`config.mk`:
```
export PLATFORM = sky130hd
export DESIGN_NAME = store_drain_buffer
export DESIGN_NICKNAME = d
export VERILOG_FILES = /design/src/rtl/store_drain_buffer.sv
export SDC_FILE = /design/constraint.sdc
export NUM_CORES = 1
export LEC_CHECK = 0
export ABC_AREA = 1
export CAP_MARGIN = 20
export CORE_UTILIZATION = 60
export CTS_CLUSTER_DIAMETER = 30
export DETAILED_ROUTE_END_ITERATION = 12
export PLACE_DENSITY_LB_ADDON = 0.12
export SYNTH_ARGS = -nofsm -noshare
export SYNTH_HDL_FRONTEND = slang
export SYNTH_SLANG_ARGS = --single-unit
```
`constraint.sdc`:
```
create_clock -name clk -period 6.45 [get_ports clk]
set_input_delay 1.935 -clock clk [delete_from_list [all_inputs] [get_ports clk]]
set_output_delay 1.935 -clock clk [all_outputs]
set_load 0.02 [all_outputs]
```
`src/rtl/store_drain_buffer.sv`:
```
// Post-commit store buffer: in-order FIFO of committed stores drained to data memory
// as word-aligned writes with byte enables, plus a load-overlap check against pending stores.
module store_drain_buffer #(
    parameter int unsigned SDB_DEPTH  = 4,
    parameter int unsigned DATA_WIDTH = 32
) (
    input  logic                           clk,
    input  logic                           reset,
    input  logic                           enq_valid,
    output logic                           enq_ready,
    input  logic [DATA_WIDTH-1:0]          enq_addr,
    input  logic [DATA_WIDTH-1:0]          enq_data,
    input  logic [1:0]                     enq_size,
    output logic                           misalign_err,
    output logic                           mem_req_valid,
    input  logic                           mem_req_ready,
    output logic [DATA_WIDTH-1:0]          mem_req_addr,
    output logic [DATA_WIDTH-1:0]          mem_req_wdata,
    output logic [DATA_WIDTH/8-1:0]        mem_req_be,
    input  logic [DATA_WIDTH-1:0]          ld_chk_addr,
    input  logic [1:0]                     ld_chk_size,
    output logic                           ld_conflict,
    output logic                           empty,
    output logic [$clog2(SDB_DEPTH):0]     count
);

    localparam int unsigned BE_W  = DATA_WIDTH / 8;
    localparam int unsigned OFF_W = $clog2(BE_W);
    localparam int unsigned PTR_W = $clog2(SDB_DEPTH);
    localparam int unsigned CNT_W = PTR_W + 1;

    localparam logic [1:0] SZ_BYTE = 2'd0;
    localparam logic [1:0] SZ_HALF = 2'd1;
    localparam logic [1:0] SZ_WORD = 2'd2;

    typedef struct packed {
        logic [DATA_WIDTH-1:0] addr;
        logic [DATA_WIDTH-1:0] wdata;
        logic [BE_W-1:0]       be;
    } entry_t;

    entry_t             entry_q [SDB_DEPTH];
    entry_t             entry_d [SDB_DEPTH];
    logic [SDB_DEPTH-1:0] valid_q, valid_d;
    logic [PTR_W-1:0]   head_q, head_d;
    logic [PTR_W-1:0]   tail_q, tail_d;
    logic [CNT_W-1:0]   count_q, count_d;
    logic               misalign_q, misalign_d;

    logic               enq_fire, enq_bad, push, pop;
    logic [BE_W-1:0]    ld_mask;

    function automatic logic [BE_W-1:0] gen_be(input logic [OFF_W-1:0] off,
                                               input logic [1:0] size);
        logic [BE_W-1:0] be;
        case (size)
            SZ_BYTE: be = BE_W'(4'b0001) << off;
            SZ_HALF: be = BE_W'(4'b0011) << off;
            SZ_WORD: be = BE_W'(4'b1111) << off;
            default: be = '0;
        endcase
        return be;
    endfunction

    function automatic logic [DATA_WIDTH-1:0] insert_bytes(input logic [DATA_WIDTH-1:0] data,
                                                           input logic [OFF_W-1:0] off,
                                                           input logic [1:0] size);
        logic [DATA_WIDTH-1:0] masked;
        case (size)
            SZ_BYTE: masked = DATA_WIDTH'(data[7:0]);
            SZ_HALF: masked = DATA_WIDTH'(data[15:0]);
            default: masked = DATA_WIDTH'(data[31:0]);
        endcase
        return masked << {off, 3'b000};
    endfunction

    assign enq_ready     = count_q < CNT_W'(SDB_DEPTH);
    assign empty         = count_q == '0;
    assign count         = count_q;
    assign misalign_err  = misalign_q;
    assign mem_req_valid = !empty;
    assign mem_req_addr  = entry_q[head_q].addr;
    assign mem_req_wdata = entry_q[head_q].wdata;
    assign mem_req_be    = entry_q[head_q].be;

    // Misaligned/RSVD stores are consumed but never written into the FIFO.
    always_comb begin
        enq_bad = 1'b0;
        case (enq_size)
            SZ_BYTE: enq_bad = 1'b0;
            SZ_HALF: enq_bad = enq_addr[0];
            SZ_WORD: enq_bad = enq_addr[OFF_W-1:0] != '0;
            default: enq_bad = 1'b1;
        endcase
    end

    assign enq_fire = enq_valid && enq_ready;
    assign push     = enq_fire && !enq_bad;
    assign pop      = mem_req_valid && mem_req_ready;

    always_comb begin
        entry_d    = entry_q;
        valid_d    = valid_q;
        head_d     = head_q;
        tail_d     = tail_q;
        misalign_d = enq_fire && enq_bad;
        count_d    = count_q + CNT_W'(push) - CNT_W'(pop);
        if (push) begin
            entry_d[tail_q].addr  = {enq_addr[DATA_WIDTH-1:OFF_W], OFF_W'(0)};
            entry_d[tail_q].be    = gen_be(enq_addr[OFF_W-1:0], enq_size);
            entry_d[tail_q].wdata = insert_bytes(enq_data, enq_addr[OFF_W-1:0], enq_size);
            valid_d[tail_q]       = 1'b1;
            tail_d                = tail_q + PTR_W'(1);
        end
        if (pop) begin
            valid_d[head_q] = 1'b0;
            head_d          = head_q + PTR_W'(1);
        end
    end

    // Entries in their dequeue cycle are still valid here and so still flag conflicts.
    always_comb begin
        ld_mask     = gen_be(ld_chk_addr[OFF_W-1:0], ld_chk_size);
        ld_conflict = 1'b0;
        for (int i = 0; i < int'(SDB_DEPTH); i++) begin
            if (valid_q[i] &&
                entry_q[i].addr[DATA_WIDTH-1:OFF_W] == ld_chk_addr[DATA_WIDTH-1:OFF_W] &&
                |(entry_q[i].be & ld_mask)) begin
                ld_conflict = 1'b1;
            end
        end
    end

    always_ff @(posedge clk) begin
        if (reset) begin
            head_q     <= '0;
            tail_q     <= '0;
            count_q    <= '0;
            valid_q    <= '0;
            misalign_q <= 1'b0;
            for (int i = 0; i < int'(SDB_DEPTH); i++) begin
                entry_q[i] <= '0;
            end
        end else begin
            head_q     <= head_d;
            tail_q     <= tail_d;
            count_q    <= count_d;
            valid_q    <= valid_d;
            misalign_q <= misalign_d;
            for (int i = 0; i < int'(SDB_DEPTH); i++) begin
                entry_q[i] <= entry_d[i];
            end
        end
    end

endmodule

```
==> qor.log, run 1 <==
qor: route.drtPass1Iterations 6
qor: logic_synthesis.synth.area.top_cells dfxtp_1 (39%), a21oi_1 (12%), o21ai_0 (12%)
qor: layout.antenna-diode-count 0
qor: route.route.antenna.remaining_nets 0
qor: sta.tns 0 ps
qor: route.drc 0
qor: route.vias_per_cell 5.824
qor: global_route.first_global_vias 14.46k
qor: route.route.top_layer_used met4
qor: critical_path.path_class in -> out
qor: layout.drive_gt1_share 6.224%
qor: sta.hold_slack 455.0 ps
qor: min_path.hold_path_class reg -> reg
qor: critical_path.worstSetupEndpointType output port
qor: logic_synthesis.synth_largest_type_area_fraction 38.65%
qor: min_path.hold_path_startpoint entry_q[78]$_SDFFE_PP0P_
qor: sta.worst_pin_slew 938.9 ps
qor: critical_path.worst-endpoint-arrival 4290 ps
qor: sta.finalWorstPathRequiredPeriod 6225 ps
qor: flow_run.cap_violations 0
qor: critical_path.critical_path.max_stage_delay 600 ps
qor: route.route.layer.met1.wl 18520 um
qor: critical_path.critPathMostFrequentCell inv_1
qor: layout.nNetsFinal 2436
qor: floorplanning.ioPinCount 180
qor: cts.cts_max_path_buffers 3
qor: sta.fin_crit_sh 96.51%
qor: logic_synthesis.netlist.top_cell.by_area dfxtp_1
qor: logic_synthesis.post_synthesis_sequential_element_count 276
qor: floorplanning.chipHeight 156.4 um
qor: route.met3RoutedLength 4832 um
qor: placed_design.setup_slack_after_placement 306.5 ps
qor: logic_synthesis.synthDistinctLibCells 36
qor: route.via_count 15.62k
qor: cts.htreeDepth 2
qor: layout.syn2layout_area_growth 27.10%
qor: cts.cts_root_buf clkbuf_16
qor: critical_path.critPathTopFamily buffers and inverters
qor: global_route.grt_overflow_total 0
qor: cts.cts_resized 0
qor: logic_synthesis.synthesized_area_per_cell 6.517 um^2
qor: sta.setup_viol_count_final 0
qor: placed_design.dpl.cell_count 2572
qor: sta.layout_setup_ws 224.9 ps
qor: critical_path.crit_fanout 3
qor: global_route.antenna_found_initial 0
qor: cts.post_cts_hold_buffer_count 0
qor: layout.multi_input_area 7197 um^2
qor: layout.post-route-util 77.65%
qor: logic_synthesis.netlist_instances 2194
qor: sta.clock_skew 14.14 ps
qor: floorplanning.core_region_area 23400 um^2
qor: route.wl_met2 21720 um
qor: global_route.grt_util_all_layers 38.18%
qor: route.per_cell_routed_wire_length 17.67 um
qor: critical_path.rr_startpoint count[2]$_SDFF_PP0_
qor: sta.fin_hold_viols 0
qor: sta.max_slew_margin 37.18%
qor: cts.cts.sinks 276
qor: layout.stdcell_count 2681
qor: logic_synthesis.synth_sequential_area_ratio 38.65%
qor: critical_path.critical_path.cell_chain clkdlybuf4s50_1, inv_1, ha_1, inv_1, o21ai_0, o21ai_0, inv_1, nand3_1, nand3_1, nand2_1, inv_1, nand2_1, clkdlybuf4s50_1
qor: floorplanning.die_area 24450 um^2
qor: cts.insertion_delay_of_the_later_clocked_pin_in_the_worst_skew_pair 560 ps
qor: global_route.pin_count_of_the_biggest_net_entering_global_routing 141
qor: placed_design.place_hpwl 29360 um
qor: run_status.status completed
qor: cts.tritoncts_clock_tree built
qor: cts.clkTransAtPathRegs 50 ps
qor: pwr.vdd_drop_max 0.2812 mV
qor: placed_design.port_buffers 177
qor: global_route.global_route_wire_length_before_repair 73980 um
qor: logic_synthesis.synthesis.yosys.warnings 0
qor: critical_path.cp.buffers_inverters 6
qor: pwr.powerDensity 398.2 nW/um^2
qor: critical_path.cp_slowest_cell clkdlybuf4s50_1
qor: cts.cts_inserted_buffers 58
qor: critical_path.startpoint_type input pin
qor: pwr.cellLeakagePower 7.644 nW
qor: cts.postCtsSetupBuffers 0
qor: logic_synthesis.syn_area 14300 um^2
qor: route.drt-total-wl 47370 um
qor: critical_path.critPathRequiredTime 4510 ps
qor: layout.layout.filler_cells 1824
qor: floorplanning.num_rows 56
qor: critical_path.critPathLaunch ld_chk_size[0]
qor: sta.maxSlewViolCount 0
qor: floorplanning.floorplan.initialDensity 61.09%
qor: placed_design.gp_routability_congestion 1.016
qor: floorplanning.die_x 156.4 um
qor: sta.grt_setup_unrepaired no
qor: layout.sequential_cell_area 5529 um^2
qor: route.drt-initial-drc-count 1879
qor: sta.fmax 0.1606 GHz
-- worst reg2reg max path, delay by kind of cell (launching register included) --
family          cells  cell delay [ps]
compound gates      1              110
fa+ha+maj           3              890
buf+inv             3              280
flops               1              340
simple gates        3              760
-- per-stage QoR --
| stage | cell area (um^2) | power [mW] |
|---|---|---|
| floorplan | 14300 | 3.178 |
| global placement | 16030 | 3.987 |
| detailed placement | 16030 | 4.013 |
| CTS | 18120 | 7.194 |
| global route | 18170 | 7.496 |
| finish | 18170 | 7.235 |
-- final timing paths --
kind,to,slack (ps),cells after the start
max,ld_conflict,220,13
min,entry_q[78]$_SDFFE_PP0P_,460,2
max reg2reg,count[2]$_SDFF_PP0_,4000,10
min reg2reg,entry_q[78]$_SDFFE_PP0P_,460,2
-- synth_stat cells --
cell and number:
clkbuf_1 92, nor2_1 207, nand3_4 1, buf_4 5, nand2_4 3, o22ai_1 32
buf_1 4, o211ai_1 2, buf_2 30, inv_1 240, conb_1 1, nand4_1 10
o21a_1 4, nor2_4 1, nand2_1 461, nor3_1 6, a211o_1 1, o21ai_0 349
o21ai_1 11, dfxtp_1 276, or2_2 2, a21oi_1 353, nand3b_1 1, buf_6 9
nor2_2 1, nand3_1 31, a31oi_1 4, xnor2_1 23, fa_1 1, nand2_2 2
o221ai_1 2, xor2_1 5, ha_1 16, clkbuf_2 1, inv_2 4, clkinv_1 3
-- cell usage in the layout (no fill, tap or decap), drive strengths merged, types with 23 or more instances in the layout --
master / count
nand2: 466
o21ai: 360
a21oi: 353
dfxtp: 276
inv: 252
nor2: 209
clkdlybuf4s50: 176
clkbuf: 68
o22ai: 32
nand3: 32
buf: 25
xnor2: 23
-- cell families (layout without fill, tap and decap cells) --
family,Yosys count,after routing,share of synthesized area (%)
AO/OA/AOI/OAI,758,758,27.03
XOR/XNOR,28,28,1.715
adder cells (fa/ha/maj),17,17,1.540
buffers and inverters,388,555,11.06
flip-flops,276,276,38.65
other,1,2,0.02623
AND/OR/NAND/NOR,726,726,19.98
-- sequential cells by signal, summed over array words and instances, names as in the netlist --
name          count
entry_q         264
valid_q           4
count             3
head_q            2
tail_q            2
misalign_err      1
-- area by class of cell --
type	instances	area share (%)
well taps	319	2.196
multi-input cells	1531	39.60
flip-flops and latches	276	30.43
inverters	247	5.129
clock buffers	68	8.586
repair buffers	201	11.10
clock inverters	39	2.961
-- layer usage --
layer	vias up	GRT usage, %
li1	7395	-
met1	7098	48.22
met2	970	61.80
met3	152	6.591
met4	0	21.24
met5	-	0
-- power breakdown --
group,switching (mW),leakage [nW],internal [mW]
sequential,0.114,2.24,1.85
combinational,1.30,4.38,0.794
clock,1.00,1.02,2.17
total,2.42,7.64,4.82
No activity file was read; power rests on OpenSTA's default activity.
==> run 2: changes to the inputs <==
==> constraint.sdc (replaced) <==
create_clock -name clk -period 6.45 [get_ports clk]
set_input_delay 0.9675 -clock clk [delete_from_list [all_inputs] [get_ports clk]]
set_output_delay 0.9675 -clock clk [all_outputs]
set_load 0.02 [all_outputs]
==> run 2 against run 1 <==
  * Critical path depth did not move
  * Cell count is 0.56% lower
  * Sequential share of layout area grew 0.56 points
  * Utilization is 1.4 points lower
==> qor.log, run 2 (same netlist as run 1, synthesis figures left out) <==
qor: route.drtPass1Iterations 6
qor: cts.postCtsSetupBuffers 0
qor: pwr.internal-power 4.533 mW
qor: route.via_count 15.36k
qor: critical_path.number_of_gates_on_the_worst_path_with_buffers_counted 13
qor: sta.grt_setup_unrepaired no
qor: layout.stdcell_count 2666
qor: critical_path.critical_path.endpoint ld_conflict
qor: layout.final_common_cell nand2_1
qor: global_route.antenna_found_initial 0
qor: critical_path.crit_fanout 3
qor: route.vias_per_cell 5.761
qor: cts.htreeDepth 2
qor: pwr.clkPwrFrac 41.0%
qor: sta.tns 0 ps
qor: placed_design.gp_routability_congestion 0.9976
qor: critical_path.rr_startpoint count[2]$_SDFF_PP0_
qor: critical_path.critPathRequiredTime 5480 ps
qor: floorplanning.num_rows 56
qor: cts.insertion_delay_of_the_later_clocked_pin_in_the_worst_skew_pair 560 ps
qor: critical_path.reg2reg_to entry_q[5]$_SDFFE_PP0P_
qor: pwr.p_sw 2.321 mW
qor: floorplanning.die_x 156.4 um
qor: pwr.powerDensity 384.1 nW/um^2
qor: sta.clock_skew 12.46 ps
qor: critical_path.path_class in -> out
qor: critical_path.cp_slowest_cell clkdlybuf4s50_1
qor: sta.fin_crit_sh 66.45%
qor: critical_path.startpoint_type input pin
qor: critical_path.worst-r2r-cell-count 8
qor: run_status.status completed
qor: layout.syn2layout_area_growth 24.82%
qor: global_route.pin_count_of_the_biggest_net_entering_global_routing 102
qor: sta.max_slew_margin 34.06%
qor: sta.finalWorstPathRequiredPeriod 4286 ps
qor: route.drt-total-wl 46690 um
qor: sta.layout_setup_ws 2164 ps
qor: critical_path.r2r_slack 3880 ps
qor: critical_path.critical_path.max_stage_delay 610 ps
qor: pwr.p_comb_share 30.4%
qor: flow_run.cap_violations 0
qor: placed_design.port_buffers 177
qor: global_route.grt_util_all_layers 37.74%
qor: critical_path.critPathLaunch ld_chk_size[0]
qor: route.drc 0
qor: layout.mostFrequentLayoutCells nand2_1 (460), a21oi_1 (353), o21ai_0 (349), dfxtp_1 (275), inv_1 (238)
qor: critical_path.critPathTopFamily buffers and inverters
qor: layout.largest-register entry_q
qor: sta.fin_hold_viols 0
qor: cts.cts_resized 0
qor: cts.cts_inserted_buffers 55
qor: pwr.vdd_drop_max 0.3225 mV
qor: pwr.cellLeakagePower 7.455 nW
qor: route.route.antenna.remaining_nets 0
qor: layout.antenna-diode-count 0
qor: sta.fmax 0.2333 GHz
qor: global_route.global_route_wire_length_before_repair 72950 um
qor: pwr.switching_share 33.87%
qor: route.drt-initial-drc-count 1661
qor: placed_design.dpl.cell_count 2565
qor: min_path.number_of_instances_on_the_worst_hold_path 2
qor: floorplanning.core_region_area 23400 um^2
qor: global_route.grt_overflow_total 0
qor: critical_path.worst-endpoint-arrival 3320 ps
qor: route.per_cell_routed_wire_length 17.51 um
qor: sta.maxSlewViolCount 0
qor: critical_path.critical_path.cell_chain clkdlybuf4s50_1, inv_1, ha_1, inv_1, o21ai_0, o21ai_0, inv_1, nand3_1, nand3_1, nand2_1, inv_1, nand2_1, clkdlybuf4s50_1
qor: placed_design.place_hpwl 29390 um
qor: sta.worst_pin_slew 985.4 ps
qor: floorplanning.ioPinCount 180
qor: layout.nNetsFinal 2426
qor: cts.tritoncts_clock_tree built
qor: layout.drive_gt1_share 5.198%
qor: cts.cts_max_path_buffers 3
qor: cts.cts.sinks 276
qor: pwr.power.sequential.fraction 28.6%
qor: layout.largest_register_ffs 264
qor: sta.setup_viol_count_final 0
qor: min_path.hold_path_class reg -> reg
qor: floorplanning.chipHeight 156.4 um
qor: cts.cts_root_buf clkbuf_16
qor: layout.layout.filler_cells 1836
qor: critical_path.critPathMostFrequentCell inv_1
qor: placed_design.setup_slack_after_placement 1922 ps
qor: critical_path.cp.buffers_inverters 6
qor: floorplanning.floorplan.initialDensity 61.09%
qor: cts.clkTransAtPathRegs 50 ps
qor: global_route.first_global_vias 14.24k
qor: cts.post_cts_hold_buffer_count 0
qor: floorplanning.die_area 24450 um^2
qor: critical_path.worstSetupEndpointType output port
## run 2: power by group through the flow
stage	sequential (mW)	combinational, mW	clock, mW
detailed placement	1.99	2.03	0
CTS	1.96	2.06	2.82
floorplan	1.96	1.22	0
global placement	1.98	2.00	0
global route	1.98	2.25	2.91
finish	1.96	2.08	2.81
## run 2: worst register-to-register path: stages (launching register included)
cell and delay (ps):
dfxtp_1 340, inv_1 200, nand3_4 140, inv_2 230, nand2_4 460, inv_2 460, buf_12 300, o21ai_0 170
a21oi_1 180
## run 2: stage by stage
stage | hold slack [ps] | total power, mW | instance area [um^2] | util (%)
finish | 453.8 | 6.854 | 17850 | 76.26
global route | 479.2 | 7.133 | 17850 | 76.26
CTS | 455.7 | 6.832 | 17810 | 76.09
detailed placement | 448.3 | 4.014 | 15950 | 68.15
global placement | 439.9 | 3.983 | 15950 | 68.15
floorplan | 429.7 | 3.178 | 14300 | -
## run 2: cell type report
| class | count | area, um^2 | share of cell area (%) |
|---|---|---|---|
| flip-flops and latches | 276 | 5529 | 30.98 |
| multi-input cells | 1531 | 7197 | 40.33 |
| clock buffers | 81 | 1594 | 8.932 |
| clock inverters | 18 | 262.8 | 1.472 |
| well taps | 319 | 399.1 | 2.237 |
| inverters | 247 | 932.1 | 5.223 |
| repair buffers | 194 | 1932 | 10.83 |
## run 2: worst min path at each step
stage / from / end / slack (ps)
global placement: entry_q[78]$_SDFFE_PP0P_ / entry_q[78]$_SDFFE_PP0P_ / 440
floorplan: entry_q[73]$_SDFFE_PP0P_ / entry_q[73]$_SDFFE_PP0P_ / 430
detailed placement: entry_q[73]$_SDFFE_PP0P_ / entry_q[73]$_SDFFE_PP0P_ / 450
finish: entry_q[74]$_SDFFE_PP0P_ / entry_q[74]$_SDFFE_PP0P_ / 450
global route: entry_q[73]$_SDFFE_PP0P_ / entry_q[73]$_SDFFE_PP0P_ / 480
CTS: entry_q[73]$_SDFFE_PP0P_ / entry_q[73]$_SDFFE_PP0P_ / 460
## run 2: layer usage
layer | global-route usage, % | routed length, um | vias to the layer above | share of wire (%)
li1 | - | - | 7361 | -
met1 | 48.20 | 18150 | 6946 | 39
met2 | 59.74 | 21110 | 890 | 45
met3 | 7.200 | 5075 | 163 | 11
met4 | 21.43 | 2360 | 0 | 5.1
met5 | 0 | 0 | - | 0
==> patch, RTL diff (flow settings as in run 2) <==
Remove the register `misalign_q`: a continuous assignment takes its place, so the output `misalign_err` follows one clock earlier.
--- a/src/rtl/store_drain_buffer.sv
+++ b/src/rtl/store_drain_buffer.sv
@@ -139,3 +139,2 @@
             valid_q    <= '0;
-            misalign_q <= 1'b0;
             for (int i = 0; i < int'(SDB_DEPTH); i++) begin
@@ -148,3 +147,2 @@
             valid_q    <= valid_d;
-            misalign_q <= misalign_d;
             for (int i = 0; i < int'(SDB_DEPTH); i++) begin
@@ -155,2 +153,4 @@
 
+    assign misalign_q = misalign_d;
+
 endmodule
Function: changed (Yosys sat finds a counterexample within 4 cycles, from zero or initial values and one cycle with reset high).
==> patch against run 2 <==
- wire length rose by 2.6%
- synthesized area fell by 0.86%
- worst setup slack got worse by 0.42 ns
- cell area shrank 1.1%
- sequential cell count decreased by 1
- power down 0.99%
- hold slack better by 0.0078 ns
- sequential share of layout area is 0.22 points higher
- count of clock-buffer cells in the layout down 19
- via count increased by 0.83%
- clock power shrank 1%
- largest power group unchanged
==> patch: results (changes against run 2) <==
| Metric | Value |
|---|---|
| Run status | `completed` |
| Max rail drop VDD | `0.000270 V (-16%)` |
| Commonest cells in the netlist | `nand2_1 (452), a21oi_1 (359), o21ai_0 (333), dfxtp_1 (275), inv_1 (229)` |
| Hpwl dp | `30600 microns (+4.0%)` |
| Reg2reg end | `entry_q[149]` |
| Reg-to-Reg Start | `count[2]` |
| Avg Cell Area, Syn | `6.52 sq um (+0.10%)` |
| Crit-path leading delay family | `buffers and inverters` |
| CTS Buf Count | `51 (-7.3%)` |
| Placed Cells | `2538 (-1.1%)` |
| Register clock-pin slew on the reported worst setup and hold paths | `0.06 ns` |
| Worst hold endpoint | `entry_q[152]` |
| Finished Layout Cells | `2631 (-1.3%)` |
| Proportion of layout cells with a drive suffix above 1 | `0.0522 (+0.000219)` |
| Max FO, Critical Path | `102 (+99)` |
| Final nets | `2399 (-1.1%)` |
| Initial DRC Count | `1626 (-2.1%)` |
| GR Util All Layers | `0.390 (+0.0127)` |
| Min-delay src | `entry_q[152]` |
| Placed Area | `15900 sq um (-0.56%)` |
| Largest cells by area after synthesis | `dfxtp_1 (39%), a21oi_1 (13%), nand2_1 (12%)` |
| WP data arrival | `3.73 ns (+0.41 ns)` |
| Post-synthesis sequential area ratio | `0.388 (+0.00193)` |
| Slowest stage delay, CP | `0.83 ns (+0.22 ns)` |
| Leakage | `0.00726 uW (-2.6%)` |
| Clock Skew | `0.0147 ns (+0.00224 ns)` |
| Slew Limit Headroom | `0.278 (-0.0629)` |
| Worst hold slack | `0.462 ns (+0.00777 ns)` |
| Post-Synth XOR/XNOR Area | `0.0154 (-0.00171)` |
| Synth unique cells | `38 (+5.6%)` |
| Vias per cell | `5.89 (+2.2%)` |
| First-pass GRT wire length | `74800 microns (+2.5%)` |
| Final GP Congestion | `0.982 (-1.5%)` |
| CP max-delay cell | `inv_4` |
| Worst R2R Setup Slack | `3.42 ns (-0.46 ns)` |
| Largest net degree at the start of global routing | `125 (+23%)` |
==> patch: cell types whose count changed in the layout (fill, tap and decap cells not counted), sizes merged, moves of 3 or more <==
cell	before	now
a21oi	353	360
a221oi	0	5
a31oi	4	0
buf	18	15
clkbuf	81	62
clkinvlp	7	4
nand2	466	455
nand3	32	53
nand4	10	17
nor2	209	204
o21ai	360	336
xnor2	23	20
==> patch: power breakdown <==
group | internal [uW] | switching (uW) | leakage, uW
clock network | 1790 | 976 | 0.000875
logic | 767 | 1280 | 0.00415
registers | 1840 | 131 | 0.00223
==> patch: worst max-delay path by stage <==
stage	start	to	slack [ns]	cells after the start
after floorplan	enq_size[0]	count[2]	3.29	12
after global placement	enq_addr[1]	entry_q[171]	2.04	9
after detailed placement	enq_addr[1]	entry_q[166]	1.88	9
after CTS	head_q[0]	mem_req_wdata[13]	1.87	5
after global routing	head_q[0]	mem_req_wdata[13]	1.64	5
final	head_q[0]	mem_req_wdata[13]	1.75	5
==> patch: cell type report <==
type | count | area (sq um) | share of cell area
Clock inverter | 31 | 374 | 0.0212
Sequential cell | 275 | 5510 | 0.312
Timing Repair Buffer | 191 | 1870 | 0.106
Multi-Input combinational cell | 1526 | 7210 | 0.408
Clock buffer | 62 | 1420 | 0.0804
Tap cell | 313 | 392 | 0.0222
Inverter | 233 | 880 | 0.0498
==> patch: worst register-to-register path: stages (launching register included) <==
cell     delay [ns]
dfxtp_1        0.40
inv_1          0.11
nand2_1        0.13
a21oi_4        0.54
nand2_2        0.07
buf_4          0.42
inv_2          0.85
o21ai_0        0.24
a21oi_1        0.20
==> patch: per-layer routing <==
metal,vias to the layer above,track usage,wire length (microns)
met4,0,0.220,2600
met2,905,0.641,21900
met1,7093,0.490,18800
met5,-,0,0
met3,152,0.0597,4510
li1,7338,-,-
